===== src/rtl/dictionary_loader.sv =====
// ============================================================================
// Module   : dictionary_loader
// Purpose  : Collects up to DEPTH dictionary values from a valid/ready stream
//            into a local buffer, then replays the whole buffer to the
//            dictionary as one gap-free burst of DEPTH writes. Slots beyond the
//            last supplied entry are replayed as a copy of entry 0.
// Revision : 1.0 - initial release
// ============================================================================
`default_nettype none

module dictionary_loader #(
  parameter int KEY_WIDTH = 6,
  parameter int VAL_WIDTH = 12
) (
  input  logic                 clk,
  input  logic                 resetn,
  input  logic                 start,
  input  logic                 in_valid,
  input  logic [VAL_WIDTH-1:0] in_data,
  input  logic                 in_last,
  output logic                 in_ready,
  output logic                 write_enable,
  output logic [VAL_WIDTH-1:0] write_val,
  output logic                 busy,
  output logic                 done,
  output logic [KEY_WIDTH:0]   entry_count
);

  localparam int DEPTH = 1 << KEY_WIDTH;
  localparam logic [KEY_WIDTH:0] C_LAST  = (KEY_WIDTH+1)'(DEPTH - 1);
  localparam logic [KEY_WIDTH:0] C_DEPTH = (KEY_WIDTH+1)'(DEPTH);
  localparam logic [KEY_WIDTH:0] C_ONE   = (KEY_WIDTH+1)'(1);

  typedef enum logic [1:0] {
    S_IDLE  = 2'd0,
    S_FILL  = 2'd1,
    S_BURST = 2'd2,
    S_DONE  = 2'd3
  } state_t;

  state_t                 state_q;
  logic                   in_ready_q;
  logic                   we_q;
  logic [VAL_WIDTH-1:0]   wval_q;
  logic                   busy_q;
  logic                   done_q;
  logic [KEY_WIDTH:0]     count_q;
  logic [KEY_WIDTH:0]     fill_idx_q;
  logic [KEY_WIDTH:0]     burst_idx_q;

  // Buffer is deliberately left out of reset; it is only rewritten in FILL.
  logic [VAL_WIDTH-1:0]   mem_q [DEPTH];

  logic [VAL_WIDTH-1:0]   burst_val_d;
  logic [VAL_WIDTH-1:0]   first_val_d;

  assign in_ready     = in_ready_q;
  assign write_enable = we_q;
  assign write_val    = wval_q;
  assign busy         = busy_q;
  assign done         = done_q;
  assign entry_count  = count_q;

  // Burst value selection: slots past the real entries replay entry 0, and the
  // first burst word bypasses the buffer when entry 0 is being accepted now.
  always_comb begin
    burst_val_d = mem_q[0];
    if (burst_idx_q < count_q) begin
      burst_val_d = mem_q[burst_idx_q[KEY_WIDTH-1:0]];
    end
    first_val_d = (fill_idx_q == '0) ? in_data : mem_q[0];
  end

  // Buffer write: store each accepted entry at the current fill index.
  always_ff @(posedge clk) begin
    if (in_ready_q && in_valid) begin
      mem_q[fill_idx_q[KEY_WIDTH-1:0]] <= in_data;
    end
  end

  // Control FSM with registered outputs; the first burst write is issued on
  // the edge that leaves FILL so BURST holds exactly DEPTH write cycles.
  always_ff @(posedge clk or negedge resetn) begin
    if (!resetn) begin
      state_q     <= S_IDLE;
      in_ready_q  <= 1'b0;
      we_q        <= 1'b0;
      wval_q      <= '0;
      busy_q      <= 1'b0;
      done_q      <= 1'b0;
      count_q     <= '0;
      fill_idx_q  <= '0;
      burst_idx_q <= '0;
    end else begin
      case (state_q)
        S_IDLE, S_DONE: begin
          if (start) begin
            state_q     <= S_FILL;
            in_ready_q  <= 1'b1;
            busy_q      <= 1'b1;
            done_q      <= 1'b0;
            count_q     <= '0;
            fill_idx_q  <= '0;
            burst_idx_q <= '0;
          end
        end
        S_FILL: begin
          if (in_valid) begin
            fill_idx_q <= fill_idx_q + 1'b1;
            count_q    <= count_q + 1'b1;
            if ((fill_idx_q == C_LAST) || in_last) begin
              state_q     <= S_BURST;
              in_ready_q  <= 1'b0;
              we_q        <= 1'b1;
              wval_q      <= first_val_d;
              burst_idx_q <= C_ONE;
            end
          end
        end
        S_BURST: begin
          if (burst_idx_q == C_DEPTH) begin
            state_q <= S_DONE;
            we_q    <= 1'b0;
            busy_q  <= 1'b0;
            done_q  <= 1'b1;
          end else begin
            wval_q      <= burst_val_d;
            burst_idx_q <= burst_idx_q + 1'b1;
          end
        end
        default: begin
          state_q <= S_IDLE;
        end
      endcase
    end
  end

endmodule

`default_nettype wire

===== config.mk =====
export PLATFORM = sky130hd
export DESIGN_NAME = dictionary_loader
export DESIGN_NICKNAME = d
export VERILOG_FILES = /design/src/rtl/dictionary_loader.sv
export SDC_FILE = /design/constraint.sdc
export NUM_CORES = 1
export LEC_CHECK = 0
export BUFFER_PORTS_ARGS = -buffer_cell sky130_fd_sc_hd__buf_2
export CAP_MARGIN = 25
export CORE_ASPECT_RATIO = 1.2
export CORE_MARGIN = 8
export CORE_UTILIZATION = 25
export CTS_CLUSTER_DIAMETER = 40
export DETAILED_ROUTE_END_ITERATION = 10
export PLACE_DENSITY_LB_ADDON = 0.12
export RECOVER_POWER = 25
export SLEW_MARGIN = 40
export SYNTH_ARGS = -nofsm -noshare
export SYNTH_HDL_FRONTEND = slang
export SYNTH_SLANG_ARGS = --single-unit

===== constraint.sdc =====
create_clock -name clk -period 6.8 [get_ports clk]
set_input_delay 1.02 -clock clk [delete_from_list [all_inputs] [get_ports clk]]
set_output_delay 1.02 -clock clk [all_outputs]
set_load 0.005 [all_outputs]

## Word level (Yosys, flattened, before mapping)

Memory sizes are Yosys's and may differ from the RTL's.
Cells that the tools add are included.

- Logic and storage cells: 73
- Memories kept: 1
- Bits in writable memories: 768
- Output and inout bits: 23
- Bits in registers: 39

Memory list:

| name | words | bits a word | read ports | clocked after Yosys merged registers in | wr ports | line | source |
|---|---|---|---|---|---|---|---|
| mem_q | 64 | 12 | 2 | 0 | 1 | 52 | `logic [VAL_WIDTH-1:0] mem_q [DEPTH];` |

- Reductions and logical operators: 15
- Equal/unequal tests: 10
- Muxes and demuxes: 34
- $add $sub $neg: 3
- Order comparisons: 1

Operators by type and width:

| kind | number |
|---|---|
| 12-bit 2-to-1 mux | 5 |
| 7-bit 2-to-1 mux | 6 |
| 7-bit one-hot mux with 2 select lines | 2 |
| 12-bit one-hot mux with 2 select lines | 1 |
| 7-bit by 1-bit adder with 7-bit output (second input constant) | 3 |
| 7-bit one-hot mux with 3 select lines | 1 |
| 4-bit AND reduction | 5 |
| 1-bit 2-to-1 mux | 10 |
| 2-bit inequality test (second input constant) | 5 |
| 2-bit 2-to-1 mux | 4 |
| 1-bit one-hot mux with 2 select lines | 4 |
| 7-bit by 6-bit == test with 1-bit output (second input constant) | 1 |
| 7-bit == test (second input constant) | 1 |
| 7-bit zero test | 1 |
| 7-bit less-than comparator | 1 |
| 2-bit one-hot mux with 3 select lines | 1 |
| 3-bit AND reduction | 2 |
| 2-bit nonzero test | 3 |
| 2-bit == test (second input constant) | 2 |
| 2-bit by 1-bit == test with 1-bit output (second input constant) | 1 |
| 2-bit zero test | 1 |
| 2-bit OR reduction | 1 |
| 1-bit logical AND | 1 |
| 1-bit logical OR | 1 |

## Longest topological paths before layout

- Depth after elaboration: 5
- Depth in mapped cells: 10

## Worst setup path before layout

No wires, ideal clock.

- Path kind: in2reg
- From: input in_valid
- To: memory mem_q[16][0] (enable)
- Path buffers: 2
- Arrival: 2.365 ns
- Data required time: 6.418 ns
- Library setup time: 0.382 ns
- Stages on the path: 5
- Slack: 4.053 ns
- Cells stage by stage: buf_2 -> and2_1 -> clkbuf_1 -> nand3_1 -> nor2b_1

- Cells in the longest elaborated chain, start to end: 3

RTL lines:

| item | line | source |
|---|---|---|
| from (decl) | 18 | `input logic in_valid,` |
| 1-bit logical AND | 76 | `if (in_ready_q && in_valid) begin` |
| 1-bit 2-to-1 mux | 76 |  |
| 1-bit 2-to-1 mux (not written as such) | 77 | `mem_q[fill_idx_q[KEY_WIDTH-1:0]] <= in_data;` |
| to (decl) | 52 |  |

Every way passes these cells.

## Final worst setup path

- From: input in_data[8]
- To: register wval_q[8], in the netlist write_val[8]

- Cells in the longest elaborated chain, start to end: 4

RTL lines:

| item | line | source |
|---|---|---|
| from (decl) | 19 | `input logic [VAL_WIDTH-1:0] in_data,` |
| 12-bit 2-to-1 mux | 71 | `first_val_d = (fill_idx_q == '0) ? in_data : mem_q[0];` |
| 12-bit 2-to-1 mux | 111 | `if ((fill_idx_q == C_LAST) \|\| in_last) begin` |
| 12-bit 2-to-1 mux | 108 | `if (in_valid) begin` |
| 12-bit one-hot mux with 2 select lines | 95 | `case (state_q)` |
| to (signal assigned) | 115 | `wval_q <= first_val_d;` |
| to (signal assigned) | 127 | `wval_q <= burst_val_d;` |
| to (decl) | 44 | `logic [VAL_WIDTH-1:0] wval_q;` |

Every way passes these cells. The select of a mux whose other input is x is not followed.
A chain may end at the register's enable or synchronous reset.

==> flow_summary_export.csv <==
group,metric,value,unit
floorplan,ios,40,
cells_and_area,stdcell_count,3795,
logic_synthesis,yosysTopAreaCell,"edfxtp_1",
sta,fin_skew,43.2,ps
cells_and_area,drive_above_1_share,18.4,%
clock_tree,numCtsBuffers,118,
cells_and_area,regArea,24000,µm²
sta,slew_headroom,-150,%
floorplan,initial_core_util,25.2,%
worst_setup_path,critPathArrivalTime,4580,ps
clock_tree,cts_hold_repair.buffers,0,
logic_synthesis,synth-adder-area-share,0.541,%
cells_and_area,area_delta_synth_final,20.4,%
logic_synthesis,synth_xor_area_share,0.271,%
worst_setup_path,critical_path_class,"input port to register",
grt,grt_antenna_before_repair,4,
logic_synthesis,synthTopCellsByArea,"edfxtp_1 71%, mux2i_1 10%, a22oi_1 3.6%",
worst_setup_path,cpLargestDelayFamily,"buffers and inverters",
drt,drc,0,
pwr,peakVddDrop,0.000213,V
worst_setup_path,crit_required,7440,ps
cells_and_area,nets,2040,
grt,grt_pass1_vias,18100,
worst_setup_path,crit_chain,"buf_2, clkbuf_1, clkbuf_1, mux2i_1, o221ai_1, o21ai_1, nand3_1",
place,dp_cells,3566,
sta,rsz0062_at_grt,"no",
pwr,p_seq_share,42.5,%
pwr,p_int,9850,µW
pwr,power_switching,3670,µW
worst_setup_path,setup.worst_path.start,"in_data[8]",
pwr,pwr-share-comb,12.5,%
pwr,total_power,13500,µW
drt,via_per_inst,4.57,
worst_setup_path,endpoint_kind,"register",
clock_tree,ctsHtreeMaxLevel,3,
logic_synthesis,ys_warn_count,0,
logic_synthesis,ys_ff_latch,807,
logic_synthesis,synth-compound-area-share,6.01,%
clock_tree,post_cts_buffers,0,
cells_and_area,n_fill_cell,12500,
logic_synthesis,syn_nets,1918,
clock_tree,cts_sinks,807,
logic_synthesis,synth_top_family_by_area,"multiplexers",
drt,ant_nets,0,
worst_setup_path,cp_slowest_cell,"clkbuf_1",
sta,fin_ws,2860,ps
pwr,power_density,347,nW/µm²
logic_synthesis,synth.top_cell.area_share,71.3,%
clock_tree,root_buffer,"clkbuf_16",
sta,max_clock_freq,254,MHz
grt,overflow,0,
status,status,"finished with violations",
grt,track_usage,13.1,%
logic_synthesis,synth.distinct_cells,45,
place,place_hpwl,57300,µm
clock_tree,path_clk_slew,60,ps
sta,worstMarginPinSlew,3740,ps
logic_synthesis,synthCells,1887,
clock_tree,cts_tree,"done",
grt,grt_max_degree,103,
logic_synthesis,synthMuxAreaShare,13.4,%
logic_synthesis,syn-cell-area,32400,µm²
floorplan,fp.coreArea,128000,µm²
grt,grt_pass1_wl,134000,µm
floorplan,dieArea,141000,µm²
drt,wl_per_cell,24.8,µm
drt,wl,94000,µm
pwr,p_clk_share,45.0,%
pwr,swShare,27.1,%
worst_setup_path,crit_top_cell,"clkbuf_1",
worst_setup_path,critPathLaunchType,"input port",
min_path,hold_class,"register to register",
worst_setup_path,r2r-start,"burst_idx_q[0]",
logic_synthesis,synth_area_per_cell,17.1,µm²
worst_setup_path,critical_path.max_stage_delay,1840,ps
cells_and_area,final_common_cell,"edfxtp_1",
worst_setup_path,critPathBufInv,3,
sta,period_minus_slack,3940,ps
clock_tree,cts_max_path_buffers,3,
cells_and_area,final_core_util,30.3,%
worst_setup_path,critPathMaxFanout,41,
floorplan,die_height,410,µm
place,gp_congestion,0.768,
min_path,min_from,"state_q[0]",
place,detailedPlace.worstSlack,3280,ps
sta,finalSetupViolCount,0,
pwr,leakage,0.0117,µW
floorplan,die_w,344,µm
logic_synthesis,synthSimpleGateAreaFrac,3.74,%
status,violations,"max-capacitance violations, max-slew violations",
cells_and_area,final_cell_mix,"768 x edfxtp_1, 325 x mux2i_1, 156 x a22oi_1, 119 x clkbuf_16, 84 x nand2_1",
sta,period_share,57.9,%
clock_tree,post_cts_resize_count,0,
sta,hold_viol_final,0,
clock_tree,clk-insertion-delay-late,720,ps
sta,drv_slew,462,
drt,dr.pass1.iters,5,
sta,setup_tns,0,ps
drt,drtIter0Drc,1242,
logic_synthesis,seq_area_frac_synth,74.3,%
cells_and_area,multi_input_area,7940,µm²
job,cap_viol_max_count,10,
floorplan,rows,144,
place,portBuffers,39,
drt,vias,17400,
-- worst paths after layout --
kind | cells after the start | slack, ps | to
hold reg to reg | 2 | 560 | state_q[0]
max in group asynchronous | 2 | 3580 | burst_idx_q[0]
min in group asynchronous | 2 | 1260 | entry_count[6]
hold / removal | 2 | 560 | state_q[0]
setup / recovery | 7 | 2860 | write_val[8]
setup reg to reg | 6 | 3400 | write_val[5]
-- layer usage --
layer  share of wire (%)  GRT usage, %
met1                  44          16.7
met2                  50          22.4
met3                 3.7          1.99
met4                 2.8          4.57
met5                   0             0
-- flip-flops by register name, summed over array words and instances, names as in the netlist --
register,flops
state_q,2
done,1
burst_idx_q,7
busy,1
fill_idx_q,7
write_enable,1
in_ready,1
entry_count,7
mem_q,768
write_val,12
-- Yosys cell counts, drive strengths merged --
| cell | n |
|---|---|
| a22oi | 156 |
| clkbuf | 77 |
| a21boi | 1 |
| mux4 | 48 |
| and2 | 2 |
| and4 | 1 |
| nand3 | 51 |
| o21ai | 66 |
| nand3b | 3 |
| or2 | 7 |
| or3 | 5 |
| edfxtp | 768 |
| nor3b | 1 |
| nand2 | 84 |
| or3b | 1 |
| a21o | 2 |
| xor2 | 4 |
| dfrtp | 39 |
| or4b | 1 |
| a211oi | 1 |
| nand2b | 5 |
| a21oi | 10 |
| nor2 | 83 |
| nand4 | 5 |
| nor3 | 4 |
| o221ai | 12 |
| inv | 16 |
| buf | 40 |
| a211o | 1 |
| and3 | 3 |
| o22ai | 24 |
| nor4b | 3 |
| o31ai | 4 |
| nor4 | 1 |
| nor2b | 7 |
| a22o | 5 |
| o41a | 1 |
| xnor2 | 6 |
| ha | 14 |
| mux2i | 325 |
-- power by group through the flow --
stage	combinational, µW	sequential, µW	clock [µW]
after floorplan	1060	5710	0
after global placement	1680	5850	0
after detailed placement	1710	5850	0
after CTS	1720	5750	6230
after global routing	1840	5760	6410
final	1690	5750	6080
-- kinds of logic after synthesis --
| group | Yosys count |
|---|---|
| xor+xnor | 10 |
| mux | 373 |
| flops | 807 |
| simple gates | 267 |
| fa+ha+maj | 14 |
| compound gates | 283 |
| buf+inv | 133 |
-- worst reg2reg max path: stages, from the launching register on --
cell and delay [ps]:
dfrtp_4 860, buf_4 610, mux4_2 640, mux2i_1 310
o21ai_0 280, a22oi_1 440, nand3_1 130
-- layout make-up --
cell class | instances | area share [%]
clock inverter | 87 | 2.40
clock buffer | 138 | 7.90
antenna | 2 | 0.0128
sequential | 807 | 61.7
multi-input combinational | 947 | 20.4
tap | 1679 | 5.39
timing repair buffer | 119 | 2.06
inverter | 16 | 0.154
-- stage by stage --
step                      area [µm²]  hold WS, ps
final                          39000          557
after global placement         34800          523
after global routing           39000          599
after CTS                      39000          360
after floorplan                32400          489
after detailed placement       35000          525
Note: power is estimated with default switching activity, not from simulation.
